**src/rtl/map_row_fetcher.sv**
```systemverilog
// Display-side map RAM reader: prefetches the map row for the next scan line and serves the tile code under the current pixel.
// Optional dot counting per frame is built when DOT_COUNT_EN is defined.
module map_row_fetcher #(
  parameter int RD_LATENCY = 2,
  parameter int H_ACTIVE   = 640,
  parameter int V_ACTIVE   = 480,
  parameter int V_TOTAL    = 525,
  parameter int TILE_SHIFT = 4
) (
  input  logic         CLOCK_50,
  input  logic         reset,
  input  logic [9:0]   hcount,
  input  logic [9:0]   vcount,
  output logic [4:0]   rdaddr,
  input  logic [159:0] rddata,
  output logic [3:0]   tile_code,
  output logic [3:0]   tile_px,
  output logic [3:0]   tile_py,
  output logic         video_on,
  output logic         row_valid,
  output logic         fetch_busy
`ifdef DOT_COUNT_EN
  ,
  output logic [9:0]   dot_count,
  output logic         frame_done
`endif
);

  localparam logic [1:0] IDLE  = 2'd0;
  localparam logic [1:0] REQ   = 2'd1;
  localparam logic [1:0] WAIT  = 2'd2;
  localparam logic [1:0] LATCH = 2'd3;

  logic [1:0]   state;
  logic [7:0]   wait_cnt;
  logic [9:0]   vcount_q;
  logic [9:0]   hcount_q;
  logic         armed;
  logic         pending;
  logic [159:0] shadow;
  logic [159:0] active;

  logic         line_start;
  logic         commit;
  logic         need;
  logic [9:0]   target;
  logic [4:0]   target_row;
  logic         on;
  logic [9:0]   cx;
  logic [11:0]  cell_shift;

  always_comb begin
    line_start = armed && (vcount != vcount_q);
    target     = (vcount == 10'(V_TOTAL - 1)) ? 10'd0 : vcount + 10'd1;
    need       = target < 10'(V_ACTIVE);
    target_row = 5'(target >> TILE_SHIFT);
    commit     = (hcount >= 10'(H_ACTIVE)) && (hcount_q < 10'(H_ACTIVE));
    on         = (hcount < 10'(H_ACTIVE)) && (vcount < 10'(V_ACTIVE));
    cx         = hcount >> TILE_SHIFT;
    // Cell 0 sits in the top nibble, so cell cx is 156-4*cx bits up from bit 0.
    cell_shift = 12'd156 - {cx, 2'b00};
  end

  assign fetch_busy = (state != IDLE);

  // Fetch FSM and shadow/active row buffers
  always_ff @(posedge CLOCK_50) begin
    if (reset) begin
      state     <= IDLE;
      wait_cnt  <= '0;
      rdaddr    <= '0;
      vcount_q  <= '0;
      hcount_q  <= '0;
      armed     <= 1'b0;
      pending   <= 1'b0;
      row_valid <= 1'b0;
      shadow    <= '0;
      active    <= '0;
    end else begin
      vcount_q <= vcount;
      hcount_q <= hcount;
      armed    <= 1'b1;
      if (commit) begin
        if (pending) begin
          active    <= shadow;
          pending   <= 1'b0;
          row_valid <= 1'b1;
        end else begin
          row_valid <= 1'b0;
        end
      end
      // A latch landing on the commit cycle keeps the new row pending for the next line.
      case (state)
        IDLE: begin
          if (line_start && need) begin
            rdaddr <= target_row;
            state  <= REQ;
          end
        end
        REQ: begin
          wait_cnt <= 8'd1;
          state    <= WAIT;
        end
        WAIT: begin
          wait_cnt <= wait_cnt + 8'd1;
          if (wait_cnt == 8'(RD_LATENCY)) state <= LATCH;
        end
        LATCH: begin
          shadow  <= rddata;
          pending <= 1'b1;
          state   <= IDLE;
        end
        default: state <= IDLE;
      endcase
    end
  end

  // Pixel stage: outputs aligned one cycle after hcount/vcount
  always_ff @(posedge CLOCK_50) begin
    if (reset) begin
      tile_code <= '0;
      tile_px   <= '0;
      tile_py   <= '0;
      video_on  <= 1'b0;
    end else begin
      tile_code <= on ? 4'(active >> cell_shift) : 4'd0;
      tile_px   <= hcount[3:0];
      tile_py   <= vcount[3:0];
      video_on  <= on;
    end
  end

`ifdef DOT_COUNT_EN
  logic [9:0] dot_acc;
  logic       first_line;

  function automatic logic [5:0] count_dots(input logic [159:0] row);
    logic [5:0] n;
    n = '0;
    for (int i = 0; i < 40; i++) begin
      if (row[4*i +: 4] == 4'd1) n = n + 6'd1;
    end
    return n;
  endfunction

  // Only the first line of each tile row contributes, so every row counts once per frame.
  always_ff @(posedge CLOCK_50) begin
    if (reset) begin
      first_line <= 1'b0;
      dot_acc    <= '0;
      dot_count  <= '0;
      frame_done <= 1'b0;
    end else begin
      frame_done <= 1'b0;
      if (state == IDLE && line_start && need) first_line <= (target[3:0] == 4'd0);
      if (state == LATCH && first_line) begin
        if (rdaddr == 5'd29) begin
          dot_count  <= dot_acc + 10'(count_dots(rddata));
          dot_acc    <= '0;
          frame_done <= 1'b1;
        end else begin
          dot_acc <= dot_acc + 10'(count_dots(rddata));
        end
      end
    end
  end
`endif

endmodule
```
**config.mk**
```make
export PLATFORM = sky130hd
export DESIGN_NAME = map_row_fetcher
export DESIGN_NICKNAME = d
export VERILOG_FILES = /design/src/rtl/map_row_fetcher.sv
export SDC_FILE = /design/constraint.sdc
export NUM_CORES = 1
export LEC_CHECK = 0
export CORE_MARGIN = 3
export CORE_UTILIZATION = 54
export DETAILED_ROUTE_END_ITERATION = 8
export PLACE_DENSITY = 0.84
export SYNTH_ARGS = -nofsm -noshare
export SYNTH_HDL_FRONTEND = slang
export SYNTH_SLANG_ARGS = --single-unit
export TNS_END_PERCENT = 100
```
**constraint.sdc**
```tcl
create_clock -name CLOCK_50 -period 2.8 [get_ports CLOCK_50]
set_input_delay 0.56 -clock CLOCK_50 [delete_from_list [all_inputs] [get_ports CLOCK_50]]
set_output_delay 0.56 -clock CLOCK_50 [all_outputs]
set_load 0.01 [all_outputs]
```
Yosys cells after proc, flatten, opt, wreduce, memory -nomap -nowiden. Index checks and enable logic that the tools add are counted.

Register bits after elaboration: 371. Output and inout port bits: 20. Input port bits: 182.

Bitwise operators: 1. Multiplexer cells: 9. Reductions and logical operators: 12. Shift-type cells: 1. Eq/ne operators: 8. Add/sub/neg operators: 3. Magnitude comparators: 5.

Operator list (count): $shr 160x12->4 (1); $lt 10x10->1 const B (2); $lt 10x9->1 const B (2); $pmux 8 s2 (1); $add 10x1->10 const B (1); $eq 10x10->1 const B (1); $ge 10x10->1 const B (1); $mux 10 (1); $ne 10x10->1 (1); $sub 8x8->9 const A (1); $add 8x1->8 const B (1); $eq 8x2->1 const B (1); $pmux 2 s4 (1); $reduce_and 2->1 (3); $reduce_bool 2->1 (3); $eq 2x2->1 const B (2); $logic_and 1x1->1 (4); $mux 1 (4); $mux 2 (2); $ne 2x2->1 const B (2); $eq 2x1->1 const B (1); $logic_not 2->1 (1); $reduce_or 2->1 (1); $not 1->1 (1).

Depth between registers and ports, before layout. Gate-level depths: netlist (run 1).

Depth in word-level cells: 6. Depth in mapped cells: 10. Mapped depth without buffers: 7.

Worst setup path after synthesis (run 1). Ideal clock, no wire load.

Path kind: input to register. From: input hcount[7]. To: register tile_code[0]. Setup time: 0.133 ns. Stages: 7. Slack: 0.411 ns. Data required time: 2.667 ns. Buffers on the path: 1. Data arrival time: 2.256 ns. Path through: clkbuf_1 > inv_1 > ha_1 > xor2_1 > mux4_2 > nand2b_1 > o221ai_1.

Cells in the longest elaborated chain, start to end: 4. Elaborated cells between the ends (all ways): 6. Those cells by class: add/sub (1); order compare (1); shift (1); bitwise (1); reduce/logical (2).

Ends and longest elaborated chain: start, declared (line 12) `input logic [9:0] hcount,`; parallel branches: the longest is 4 deep, another holds $sub 8x8->9; end signal, assigned (line 126) `tile_code <= on ? 4'(active >> cell_shift) : 4'd0;`; end, declared (line 16) `output logic [3:0] tile_code,`.

Parallel ways; which one is timed is not known. A chain may end at the register's enable or synchronous reset.

Final worst setup path (run 1).
From: register state[0]. To: output fetch_busy.

Cells in the longest elaborated chain, start to end: 1.

Ends and longest elaborated chain: start, declared (line 34) `logic [1:0] state;`; start signal, assigned (line 69) `state <= IDLE;`; start signal, assigned (line 97) `state <= REQ;`; start signal, assigned (line 102) `state <= WAIT;`; $reduce_bool 2->1 (line 64) `assign fetch_busy = (state != IDLE);`; end, declared (line 21) `output logic fetch_busy`.

No other way between the ends.

==> reports/results.env, run 1 <==
CTS-ROOT-BUF='sky130_fd_sc_hd__clkbuf_16'
PLACE.GP.CONGESTION=0.8143
SYNTH-WARNING-COUNT=0
UNREPAIRED_SETUP_ENDPOINTS_AFTER_GLOBAL_ROUTING='no'
CRIT-REG2REG-LAUNCH='wait_cnt[0]$_SDFFE_PP0P_'
REG2REG_SETUP_SLACK_NS=0.77
TRITONCTS_CLOCK_TREE='yes'
CRITICAL-PATH-TOP-DELAY-FAMILY='buffers and inverters'
CTS.PATH.MAX_BUFFERS=3
CP-START-KIND='flop'
WORST-ENDPOINT-REQUIRED_NS=2.24
STDCELL_AREA_UM2=17730
MAX-SLEW-MARGIN-REL_PCT=52.70
IO-PIN-COUNT=202
CELL_COUNT_OF_THE_WORST_REG_TO_REG_PATH=6
POSTLAYOUTCOREUTIL_PCT=69.60
FINALCRITPERIODSHARE_PCT=87.99
DIE_H_UM=167.7
POWER.SWITCHING_FRACTION_PCT=22.32
DOMINANTREGCELLSYNTH='sky130_fd_sc_hd__dfxtp_1'
POSTSYNTHAREAPERCELL_UM2=9.513
DRT.ANTENNA.VIOLATING_NETS=0
SETUP_VIOL=0
PRE_CTS_WS_NS=0.01418
SETUP_SLACK_NS=0.3363
VIAS_IN_THE_FIRST_GLOBAL_ROUTE=10540
WIRELENGTH_MM=33.01
SYNTH_SEQ_AREA_SHARE_PCT=51.01
TIMING.CRITICAL_PATH.TO_TYPE='primary output'
INITIAL_UTILIZATION_PCT=55.46
FINAL_NETS=1828
ACHIEVABLE-FREQUENCY_MHz=405.9
NUMBER_OF_CELLS_TRAVERSED_BY_THE_WORST_HOLD_PATH=2
NUMBER_OF_LIBRARY_CELL_TYPES_MAPPED_BY_SYNTHESIS=46
POSTSYNTHNETCOUNT=1674
POWER.CLOCK.FRACTION_PCT=44.0
CP_NUM_BUF_INV=3
GRTUSAGETOTAL_PCT=22.84
ROW_COUNT=58
LARGEST_NET_DEGREE_AT_THE_START_OF_GLOBAL_ROUTING=145
CRITPATHMOSTFREQUENTCELL='sky130_fd_sc_hd__inv_1'
PWR_DENSITY_CELL_nW_PER_UM2=652.4
POWER_SHARE_OF_THE_COMBINATIONAL_GROUP_PCT=9.7
GRT_ANTENNA_BEFORE_REPAIR=2
DRV.MAX_CAP_VIOLATION_COUNT=0
MAX-VDD-IR-DROP_mV=0.4703
HOLD_START='active[10]$_SDFFE_PP0P_'
TOTAL_LEAKAGE_POWER_nW=6.027
FINAL-MAX-SLEW-VIOLATION-COUNT=0
CTS_HOLD_BUFFERS=0
CRIT_CHAIN='inv_1, ha_1, inv_1, clkdlybuf4s50_1'
ASYNC_FLOP_SHARE_PCT=0
RUN_STATUS='completed'
HP-CLASS='flop to flop'
SYN_TO_FINAL_GROWTH_PCT=25.50
FLOORPLAN.DIE_AREA_UM2=28140
PER_CELL_ROUTED_WIRE_LENGTH_UM=16.53
POST_SYNTH_INSTANCE_AREA_UM2=14130
CTS_POST_SETUP_BUFFERS_INSERTED=0
CTS.CLK_SLEW.WORST_PATHS_NS=0.06
NETSWITCHINGPOWER_W=0.002582
SYNTHCELLS=1485
CP_SLOWEST_CELL='sky130_fd_sc_hd__clkdlybuf4s50_1'
MAXIMUM_SINGLE_STAGE_DELAY_ON_THE_CRITICAL_PATH_NS=0.57
CORE_AREA_UM2=25470
VIAS=10760
POST_CTS_RESIZED=0
WORST_R2R_ENDPOINT='state[0]$_SDFFE_PP0P_'
CTS.SINK_COUNT=360
DETAILEDPLACEMENTHPWL_MM=22.17
TIMING.SETUP.TNS_NS=0
GLOBALROUTEOVERFLOWTOTAL=0
TIGHTESTPINTRANSITION_NS=0.7095
PORT-BUFFER-COUNT=201
INTERNAL-POWER_W=0.008984
LAYOUT_MIN_CYCLE_TIME_NS=2.464
DETAIL_ROUTE.DRC_VIOLATIONS=0
POWER_FRAC_SEQ_PCT=46.3
VIAS_PER_CELL=5.386
FINAL_HOLD_VIOLATING_ENDPOINTS=0
SYNTH_ENABLE_FLOP_CELLS=0
YS_FF_LATCH=360
CRITPATHKIND='flop to primary output'
FINAL_LAYOUT_SIZE_SUFFIX_GT1_SHARE_PCT=8.938
DETAILEDROUTE.FIRSTPASSITERATIONCOUNT=5
DETAILEDROUTE.FIRSTITERATIONVIOLATIONS=865
CLOCK_INSERTION_DELAY_WORST_SKEW_NS=0.51
POST_DP_CELL_AREA_UM2=16440
WORST_SKEW_NS=0.01078
WIDTH_OF_THE_CHIP_UM=167.7
CRIT_FANOUT=4
WORSTPATHARRIVAL_NS=1.90
GRT_PASS1_WL_MM=53.03
TRITONCTS.NUM_BUFFERS=37
DIODE_COUNT=0
CTS_HTREE_LEVELS=2
WHS_ENDPOINT='active[10]$_SDFFE_PP0P_'
[power by group through the flow]
stage                     clock (W)  combinational [W]  sequential [W]
final                       0.00509            0.00112         0.00536
after global routing        0.00538            0.00121         0.00537
after CTS                   0.00518            0.00113         0.00536
after detailed placement          0            0.00112         0.00547
after global placement            0            0.00109         0.00546
after floorplan                   0           0.000632         0.00544
[layer usage]
| metal | vias to the layer above | share of wire, % | global-route usage, % |
|---|---|---|---|
| li1 | 5276 | - | - |
| met1 | 5152 | 44 | 30.97 |
| met2 | 278 | 49 | 38.13 |
| met3 | 45 | 5.6 | 4.297 |
| met4 | 4 | 1.7 | 5.514 |
| met5 | - | 0.079 | 0 |
[cell usage after synthesis, types with 2 or more instances]
master | count | area, um2
sky130_fd_sc_hd__and2_1 | 2 | 12.51
sky130_fd_sc_hd__nor2b_1 | 19 | 118.9
sky130_fd_sc_hd__buf_2 | 30 | 150.1
sky130_fd_sc_hd__buf_6 | 4 | 45.04
sky130_fd_sc_hd__mux4_2 | 45 | 1013
sky130_fd_sc_hd__o21ai_0 | 8 | 40.04
sky130_fd_sc_hd__buf_1 | 10 | 37.54
sky130_fd_sc_hd__nand4_1 | 6 | 37.54
sky130_fd_sc_hd__dfxtp_1 | 360 | 7207
sky130_fd_sc_hd__mux2_2 | 4 | 45.04
sky130_fd_sc_hd__xor2_1 | 8 | 70.07
sky130_fd_sc_hd__nand2_1 | 333 | 1250
sky130_fd_sc_hd__a21oi_1 | 166 | 830.8
sky130_fd_sc_hd__and4_1 | 3 | 26.28
sky130_fd_sc_hd__and3_1 | 4 | 25.02
sky130_fd_sc_hd__buf_4 | 13 | 97.59
sky130_fd_sc_hd__o221ai_1 | 4 | 35.03
sky130_fd_sc_hd__mux2i_1 | 168 | 1682
sky130_fd_sc_hd__clkbuf_1 | 60 | 225.2
sky130_fd_sc_hd__nor4_1 | 2 | 12.51
sky130_fd_sc_hd__nand2b_1 | 5 | 31.28
sky130_fd_sc_hd__mux2_1 | 4 | 45.04
sky130_fd_sc_hd__xnor2_1 | 12 | 105.1
sky130_fd_sc_hd__or3_1 | 3 | 18.77
sky130_fd_sc_hd__inv_1 | 10 | 37.54
sky130_fd_sc_hd__a21o_1 | 2 | 15.01
sky130_fd_sc_hd__nor2_1 | 172 | 645.6
sky130_fd_sc_hd__ha_1 | 7 | 87.58
sky130_fd_sc_hd__nand3_1 | 4 | 20.02
[layout by cell type (no fill, tap or decap), types with 8 or more instances in the layout]
master                            netlist  final
sky130_fd_sc_hd__xnor2_1               12     12
sky130_fd_sc_hd__inv_1                 10     10
sky130_fd_sc_hd__clkbuf_8               0      8
sky130_fd_sc_hd__a21oi_1              166    166
sky130_fd_sc_hd__nand2_1              333    333
sky130_fd_sc_hd__mux4_2                45     45
sky130_fd_sc_hd__buf_12                 0     15
sky130_fd_sc_hd__buf_4                 13     17
sky130_fd_sc_hd__nor2b_1               19     19
sky130_fd_sc_hd__o21ai_0                8      8
sky130_fd_sc_hd__dfxtp_1              360    360
sky130_fd_sc_hd__clkdlybuf4s50_1        0    198
sky130_fd_sc_hd__nor2_1               172    172
sky130_fd_sc_hd__mux2i_1              168    168
sky130_fd_sc_hd__clkbuf_16              0     39
sky130_fd_sc_hd__xor2_1                 8      8
[tightest hold or removal path, stage by stage, from the launching register on]
cell and delay (ns):
sky130_fd_sc_hd__dfxtp_1 0.31, sky130_fd_sc_hd__nand2_1 0.05, sky130_fd_sc_hd__a21oi_1 0.05
[final cells by class]
cell class,count,area (um2)
fill,1838,7742
clock buffer,53,1109
multi-input combinational,998,6352
sequential,360,7207
tap,330,412.9
clock inverter,14,181.4
timing repair buffer,232,2430
inverter,10,37.54
[kinds of logic (layout without fill, tap and decap cells)]
family	count (synthesis)	count (layout)	synth area share [%]
multiplexers	221	221	19.71
flip-flops	360	360	51.01
adder cells (fa/ha/maj)	7	7	0.6199
buffers and inverters	127	309	4.198
XOR/XNOR	20	20	1.240
AO/OA/AOI/OAI	191	191	7.227
AND/OR/NAND/NOR	559	559	15.99
[sequential cells by signal, summed over array words and instances, names as in the netlist, 2 cells and up]
signal / cells
hcount_q: 7
wait_cnt: 8
shadow: 160
vcount_q: 10
tile_code: 4
rdaddr: 5
state: 2
active: 160
[metrics by stage]
step | power (W) | std cells | hold slack (ns)
after floorplan | 0.006071 | 1485 | 0.4312
after global placement | 0.006549 | 1930 | 0.4369
after detailed placement | 0.006583 | 1930 | 0.4455
after CTS | 0.01166 | 1997 | 0.4494
after global routing | 0.01196 | 1997 | 0.4640
final | 0.01157 | 1997 | 0.4522
[how the worst max path moves through the flow]
stage                     cells after the start                       to             startpoint  slack, ns
after CTS                                     4               fetch_busy  state[0]$_SDFFE_PP0P_       0.32
after detailed placement                     10  active[98]$_SDFFE_PP0P_              hcount[8]       0.01
after global routing                          4               fetch_busy  state[1]$_SDFFE_PP0P_       0.25
final                                         4               fetch_busy  state[0]$_SDFFE_PP0P_       0.34
after global placement                        8  tile_code[1]$_SDFF_PP0_              hcount[7]       0.03
after floorplan                               7  tile_code[0]$_SDFF_PP0_              hcount[7]       0.41
No activity file was read; power rests on OpenSTA's default activity.
==> run 2, diff against run 1 <==
--- a/config.mk
+++ b/config.mk
@@ -6,9 +6,9 @@
 export NUM_CORES = 1
 export LEC_CHECK = 0
 export CORE_MARGIN = 3
-export CORE_UTILIZATION = 54
+export CORE_UTILIZATION = 59
 export DETAILED_ROUTE_END_ITERATION = 8
-export PLACE_DENSITY = 0.84
+export PLACE_DENSITY = 0.9
 export SYNTH_ARGS = -nofsm -noshare
 export SYNTH_HDL_FRONTEND = slang
 export SYNTH_SLANG_ARGS = --single-unit
==> constraint.sdc (replaced) <==
create_clock -name CLOCK_50 -period 3.02 [get_ports CLOCK_50]
set_input_delay 0.604 -clock CLOCK_50 [delete_from_list [all_inputs] [get_ports CLOCK_50]]
set_output_delay 0.604 -clock CLOCK_50 [all_outputs]
set_load 0.01 [all_outputs]
==> reports/results.env, run 2 (synthesized netlist as in run 1, its figures left out) <==
GLOBALROUTEOVERFLOWTOTAL=0
MET1WIRELENGTH_MM=14.11
CTS_HOLD_BUFFERS=0
TRITONCTS_CLOCK_TREE='yes'
CTS_POST_SETUP_BUFFERS_INSERTED=0
TRITONCTS.NUM_BUFFERS=36
WIDTH_OF_THE_CHIP_UM=160.7
VIAS=11090
PWR_DENSITY_CELL_nW_PER_UM2=593.6
WL_MET3_MM=2.562
ACHIEVABLE-FREQUENCY_MHz=396.9
WORST-ENDPOINT-REQUIRED_NS=2.42
SETUP_VIOL=0
DRV.MAX_CAP_VIOLATION_COUNT=0
CTS.SINK_COUNT=360
LAYOUT.CELLS.MOST_COMMON='sky130_fd_sc_hd__dfxtp_1'
TOTAL_LEAKAGE_POWER_nW=5.904
FINALCRITPERIODSHARE_PCT=83.42
CRITPATHKIND='flop to primary output'
CRIT_START='state[0]$_SDFFE_PP0P_'
LAYOUT_COMMON_CELLS='360 x sky130_fd_sc_hd__dfxtp_1, 333 x sky130_fd_sc_hd__nand2_1, 198 x sky130_fd_sc_hd__clkdlybuf4s50_1'
DETAILEDROUTE.FIRSTPASSITERATIONCOUNT=6
FLOORPLAN.DIE_AREA_UM2=25840
CLOCK_INSERTION_DELAY_WORST_SKEW_NS=0.51
FINAL_LAYOUT_SIZE_SUFFIX_GT1_SHARE_PCT=7.990
CRIT_FANOUT=4
MAX-SLEW-MARGIN-REL_PCT=43.20
PER_CELL_ROUTED_WIRE_LENGTH_UM=17.79
TIMING.SETUP.TNS_NS=0
HP-CLASS='input pin to flop'
FINAL_HOLD_VIOLATING_ENDPOINTS=0
SETUP_SLACK_NS=0.5006
GRT_ANTENNA_BEFORE_REPAIR=2
CTS-ROOT-BUF='sky130_fd_sc_hd__clkbuf_16'
SYN_TO_FINAL_GROWTH_PCT=23.63
CRIT-REG2REG-LAUNCH='wait_cnt[0]$_SDFFE_PP0P_'
CP-START-KIND='flop'
POST_CTS_RESIZED=0
DIE_H_UM=160.7
DETAILEDROUTE.FIRSTITERATIONVIOLATIONS=1029
LARGEST_NET_DEGREE_AT_THE_START_OF_GLOBAL_ROUTING=176
CTS.PATH.MAX_BUFFERS=3
PRE_CTS_WS_NS=0.2439
VIAS_PER_CELL=5.640
ROW_COUNT=55
REG.LARGEST.LIST='active x160, shadow x160, vcount_q x10'
CORE_AREA_UM2=23050
WORST_SKEW_NS=0.009865
WORSTPATHARRIVAL_NS=1.92
GRTUSAGETOTAL_PCT=26.51
HOLDWS_NS=0.4494
VIAS_IN_THE_FIRST_GLOBAL_ROUTE=11000
UNREPAIRED_SETUP_ENDPOINTS_AFTER_GLOBAL_ROUTING='no'
TOP_LAYER_USED='met5'
MAX-VDD-IR-DROP_mV=0.4116
WIRELENGTH_MM=34.97
DETAIL_ROUTE.DRC_VIOLATIONS=0
CTS.CLK_SLEW.WORST_PATHS_NS=0.06
IO-PIN-COUNT=202
FINAL_NETS=1817
HOLD_START='reset'
TIGHTESTPINTRANSITION_NS=0.8520
DRT.ANTENNA.VIOLATING_NETS=0
TIMING.CRITICAL_PATH.TO_TYPE='primary output'
RUN_STATUS='completed'
LAYOUT_MIN_CYCLE_TIME_NS=2.519
FINAL-MAX-SLEW-VIOLATION-COUNT=0
GRT_PASS1_WL_MM=56.31
TOTALPOWERFINAL_W=0.01037
PLACE.GP.CONGESTION=0.8679
CTS_HTREE_LEVELS=2
ROUTED-WL-MET2_MM=17.34
PORT-BUFFER-COUNT=201
INITIAL_UTILIZATION_PCT=61.28
DETAILEDPLACEMENTHPWL_MM=22.43
run 2: per-layer routing:
metal / vias up / global-route usage [%]
met1: 5319 / 33.70
met2: 423 / 45.80
met3: 72 / 5.391
li1: 5270 / -
met4: 4 / 7.939
met5: - / 0
run 2: layout make-up:
| cell class | count | area (um2) |
|---|---|---|
| inverters | 10 | 37.54 |
| repair buffers | 222 | 2317 |
| diodes | 1 | 2.502 |
| clock inverters | 10 | 105.1 |
| fillers | 1474 | 5588 |
| flip-flops and latches | 360 | 7207 |
| well taps | 313 | 391.6 |
| multi-input cells | 998 | 6352 |
| clock buffers | 52 | 1052 |
run 2: power breakdown:
group	total, W	switching (W)	internal (W)	leakage, nW
sequential	0.00497	0.0000860	0.00488	2.91
clock	0.00437	0.00178	0.00259	0.568
combinational	0.00103	0.000499	0.000529	2.43
run 2: critical path, cell delays in order (launching register included):
cell and delay [ns]:
sky130_fd_sc_hd__dfxtp_1 0.38, sky130_fd_sc_hd__inv_1 0.10, sky130_fd_sc_hd__ha_1 0.23, sky130_fd_sc_hd__inv_1 0.13
sky130_fd_sc_hd__clkdlybuf4s50_1 0.57
run 2: through the flow:
step	utilization, %	cells	instance area [um2]
2_1_floorplan	-	1485	14130
3_3_place_gp	70.73	1903	16310
3_5_place_dp	70.73	1903	16310
4_1_cts	75.75	1965	17460
5_1_grt	75.75	1965	17460
6_report	75.76	1966	17470
run 2: final timing paths:
path         cells past startpoint  slack, ns                 endpoint
max reg2reg                      6       1.03    state[0]$_SDFFE_PP0P_
max                              4       0.50               fetch_busy
min reg2reg                      2       0.45  active[81]$_SDFFE_PP0P_
min                              2       0.45  shadow[25]$_SDFFE_PP0P_
